### config.mk
export PLATFORM = sky130hd
export DESIGN_NAME = fifo_byte_unpacker
export DESIGN_NICKNAME = d
export VERILOG_FILES = /design/src/rtl/fifo_byte_unpacker.sv
export SDC_FILE = /design/constraint.sdc
export NUM_CORES = 1
export LEC_CHECK = 0
export ABC_AREA = 1
export CORE_ASPECT_RATIO = 1.25
export CORE_UTILIZATION = 55
export DETAILED_ROUTE_END_ITERATION = 16
export HOLD_SLACK_MARGIN = 0.1
export PLACE_DENSITY_LB_ADDON = 0.05
export SETUP_SLACK_MARGIN = 0.02
export SLEW_MARGIN = 20
export SYNTH_ARGS = -nofsm -noshare
export SYNTH_HDL_FRONTEND = slang
export SYNTH_SLANG_ARGS = --single-unit
export TNS_END_PERCENT = 5
### constraint.sdc
create_clock -name clk_i -period 2.7 [get_ports clk_i]
set_input_delay 0.675 -clock clk_i [delete_from_list [all_inputs] [get_ports clk_i]]
set_output_delay 0.675 -clock clk_i [all_outputs]
set_load 0.1 [all_outputs]
### src/rtl/fifo_byte_unpacker.sv
// Read-side consumer for a same-clock FIFO: prefetches up to two words and
// presents them as an MSB-first byte stream with a valid/ready handshake.
module fifo_byte_unpacker #(
  parameter int unsigned word_bytes = 4
) (
  input  logic                    clk_i,
  input  logic                    rst_i,
  input  logic [8*word_bytes-1:0] fifo_dout_i,
  input  logic                    fifo_valid_i,
  input  logic                    fifo_empty_i,
  output logic                    fifo_rd_en_o,
  input  logic                    flush_i,
  output logic [7:0]              byte_out_o,
  output logic                    byte_valid_o,
  input  logic                    byte_ready_i,
  output logic [1:0]              words_held_o
);

  localparam int unsigned data_w = 8 * word_bytes;
  localparam int unsigned idx_w  = (word_bytes > 1) ? $clog2(word_bytes) : 1;
  localparam logic [idx_w-1:0] last_idx = idx_w'(word_bytes - 1);

  logic [data_w-1:0] head_q, head_d;
  logic [data_w-1:0] tail_q, tail_d;
  logic [1:0]        occ_q, occ_d;
  logic [1:0]        occ_mid;
  logic [idx_w-1:0]  idx_q, idx_d;
  logic              inflight_q, inflight_d;
  logic              xfer;
  logic              pop;
  logic              push;
  logic [2:0]        pending;

  assign byte_valid_o = (occ_q != 2'd0);
  assign byte_out_o   = byte_valid_o ? head_q[{last_idx - idx_q, 3'b000} +: 8] : 8'h00;
  assign words_held_o = occ_q;

  assign xfer = byte_valid_o & byte_ready_i;
  assign pop  = xfer & (idx_q == last_idx);

  // A word returning during a flush is dropped here; one returning after a
  // flush or reset is dropped because inflight_q is already clear.
  assign push = inflight_q & fifo_valid_i & ~flush_i;

  // Combinational from byte_ready_i through pop: lets a read be issued in the
  // same cycle the head word drains, which is what sustains 1 byte/clock.
  assign pending      = {1'b0, occ_q} + {2'b00, inflight_q} - {2'b00, pop};
  assign fifo_rd_en_o = ~rst_i & ~flush_i & ~fifo_empty_i & (pending < 3'd2);
  assign inflight_d   = fifo_rd_en_o;

  always_comb begin
    head_d  = head_q;
    tail_d  = tail_q;
    idx_d   = idx_q;
    occ_mid = occ_q - {1'b0, pop};
    occ_d   = occ_mid;

    if (xfer) begin
      if (idx_q == last_idx) begin
        idx_d  = '0;
        head_d = tail_q;
      end else begin
        idx_d = idx_q + 1'b1;
      end
    end

    if (push) begin
      if (occ_mid == 2'd0) begin
        head_d = fifo_dout_i;
      end else begin
        tail_d = fifo_dout_i;
      end
      occ_d = occ_mid + 2'd1;
    end

    if (flush_i) begin
      occ_d = 2'd0;
      idx_d = '0;
    end
  end

  always_ff @(posedge clk_i) begin
    if (rst_i) begin
      head_q     <= '0;
      tail_q     <= '0;
      occ_q      <= 2'd0;
      idx_q      <= '0;
      inflight_q <= 1'b0;
    end else begin
      head_q     <= head_d;
      tail_q     <= tail_d;
      occ_q      <= occ_d;
      idx_q      <= idx_d;
      inflight_q <= inflight_d;
    end
  end

endmodule

==> out/metrics.yaml <==
setup_path:
  rr_startpoint: "idx_q[0]"
  critPathKind: "in -> out"
  cp.arrival_ns: 2.15
  crit_start: "byte_ready_i"
  cpPeakStageDelay_ns: 0.57
  cp.required_ns: 2.03
  path_cells: "buf_8 -> inv_6 -> nor2_8 -> nand2_4 -> nand2_2 -> nand3_2 -> fa_2 -> inv_2 -> nor4_4 -> buf_12"
  cp_slowest_cell: "fa_2"
  startpoint_type: "primary input"
  critPathBufInv: 4
  cp_max_fo: 4
  cp-end-kind: "primary output"
  crit_family: "adder cells"
grt:
  grt_usage_pct: 29.2
  grt_max_degree: 44
  grt-ovfl-total: 0
  grt_first_pass_wirelength_um: 16700
  antenna_found_initial: 0
  grt_pass1_vias: 3608
worst_hold_path:
  hold_class: "reg -> reg"
  holdCritStartpoint: "tail_q[19]"
placement:
  port_buffers: 49
  gp_congestion: 0.830
  placedCellCount: 744
  place_hpwl_um: 6310
cells_and_area:
  stdcell_count: 763
  area_growth_syn_to_layout_pct: 23.5
  final_layout_size_suffix_gt1_share_pct: 13.6
  nets: 713
  final_util_pct: 71.0
  num_antenna_cells: 0
run_status:
  violations: "negative setup slack"
  status: "finished with violations"
floorplan:
  die_w_um: 76.5
  die_h_um: 95.2
  dieArea_um2: 7280
  core_um2: 6650
  start_util_pct: 57.5
  rows: 33
  io_pins: 50
timing:
  setup_tns_ns: -0.122
  rsz0062_at_grt: "true"
  setup_viol_count_final: 1
  fin_crit_sh_pct: 105
  timing.slew.headroom_pct: 35.4
  finClkSkew_ns: 0.00767
  min_period_ns: 2.82
  worst_pin_slew_ns: 0.965
  setup_slack_ns: -0.122
  clock.fmax_mhz: 354
  hold_viol: 0
  drv_slew: 0
drt:
  vias: 3941
  routed_via_density: 5.17
  drt_iter0_markers: 321
  ant_nets: 0
  drt_wl_total_um: 9890
  first_pass_iters: 5
  wl_per_cell_um: 13.0
  drcViolationCount: 0
synthesis:
  yosysWarnings: 0
  synth_edf_count: 0
  ys_ff_latch: 69
  yosysTopAreaCell: "dfxtp_1"
  synth_area_leaders: "dfxtp_1 36%, nand2_1 18%, nor2_1 16%, o21ai_0 6.4%, nand3_1 4.7%"
  postSynthCellCount: 627
  synth_most_common_cell: "nand2_1"
  synth.net_count: 668
  ys_seq_area_share_pct: 36.2
  yosysUniqueCellTypes: 26
  synth_top_area_share_pct: 36.2
  synth_flop_cell: "dfxtp_1"
  syn_area_per_cell_um2: 6.09
  netlist_top_cells_count: "179 x nand2_1, 165 x nor2_1, 69 x dfxtp_1, 49 x o21ai_0, 43 x inv_1"
  syn-cell-area_um2: 3820
  synthArstFlopShare_pct: 0
clock_tree:
  cts_tree: "built"
  cts_buffers: 9
  holdBufCountCts: 0
  clkSinkCount: 69
  clock-root-buffer: "clkbuf_8"
  clock_latency_ns: 0.34
  cts_buffer_depth: 2
  clkTransAtPathRegs_ns: 0.07
  htree_levels: 3
power_and_ir_drop:
  ir_drop_mv: 0.317
  p_per_area_nw_per_um2: 418
  cellLeakagePower_nw: 2.31
flow_run:
  max_cap_viol_count: 0
-- through the flow --
stage / total power (W) / hold slack, ns / instance area [µm²] / setup WS, ns
after CTS: 0.00197 / 0.489 / 4700 / -0.0947
after detailed placement: 0.00125 / 0.472 / 4470 / -0.775
after global placement: 0.00124 / 0.463 / 4470 / -0.735
after global routing: 0.00204 / 0.515 / 4720 / -0.229
after floorplan: 0.00116 / 0.454 / 3850 / -0.929
final: 0.00197 / 0.488 / 4720 / -0.122
-- state kept, by name, indices dropped and copies added, names as in the netlist --
| register | cells |
|---|---|
| tail_q | 32 |
| head_q | 32 |
| inflight_q | 1 |
| words_held_o | 2 |
| idx_q | 2 |
-- routing by layer --
layer  GRT usage [%]  vias up  share of wire [%]
met5               0        -                  0
met4            12.8        0                2.2
met3            5.17       20                4.6
met2            48.6      139                 48
met1            37.3     1767                 45
li1                -     2015                  -
-- report_power, final --
group	total, W	switching, W	leakage, nW	internal, W
registers	0.00104	0.0000108	0.560	0.00103
logic	0.000192	0.0000976	1.67	0.0000946
clock network	0.000741	0.000394	0.0877	0.000347
-- repair_timing --
action                     4_1_cts  5_1_grt
setup endpoints to repair        1        8
pin swaps                        6        1
resized for setup               19        4
buffers inserted                 4        0
-- worst reg2reg max path, delay by kind of cell (launching register included) --
| kind | cells | cell delay [ns] |
|---|---|---|
| adders and majority gates | 2 | 0.43 |
| buffers and inverters | 4 | 0.79 |
| DFF | 1 | 0.36 |
| and+or+nand+nor | 5 | 0.63 |
-- cells by family after synthesis --
kind of cell	synth area share (%)
AND/OR/NAND/NOR	44.0
buffers and inverters	9.86
flip-flops	36.2
AO/OA/AOI/OAI	8.81
adder cells (fa/ha/maj)	1.18
-- path summary, 6_finish.rpt --
check,endpoint,slack [ns],depth (start not counted)
worst max-delay path,fifo_rd_en_o,-0.12,10
worst min register to register,tail_q[19],0.49,2
worst max register to register,tail_q[29],0.41,11
worst min-delay path,tail_q[19],0.49,2
-- layout make-up --
type	instances	area [µm²]
clock inverters	5	27.5
inverters	46	181
clock buffers	10	138
well taps	87	109
multi-input cells	475	2120
fillers	579	1930
flip-flops and latches	69	1390
repair buffers	71	756
-- layout by cell type, fill, tap and decap left out, drive strengths merged, types with 3 or more instances in the layout --
| cell type | instances |
|---|---|
| clkbuf | 10 |
| clkdlybuf4s50 | 36 |
| nand4 | 3 |
| inv | 45 |
| a21oi | 12 |
| nor2 | 167 |
| o21ai | 53 |
| nand3 | 36 |
| nand2 | 199 |
| dfxtp | 69 |
| clkinv | 4 |
| buf | 35 |
Power figures use the tool's default switching activity.
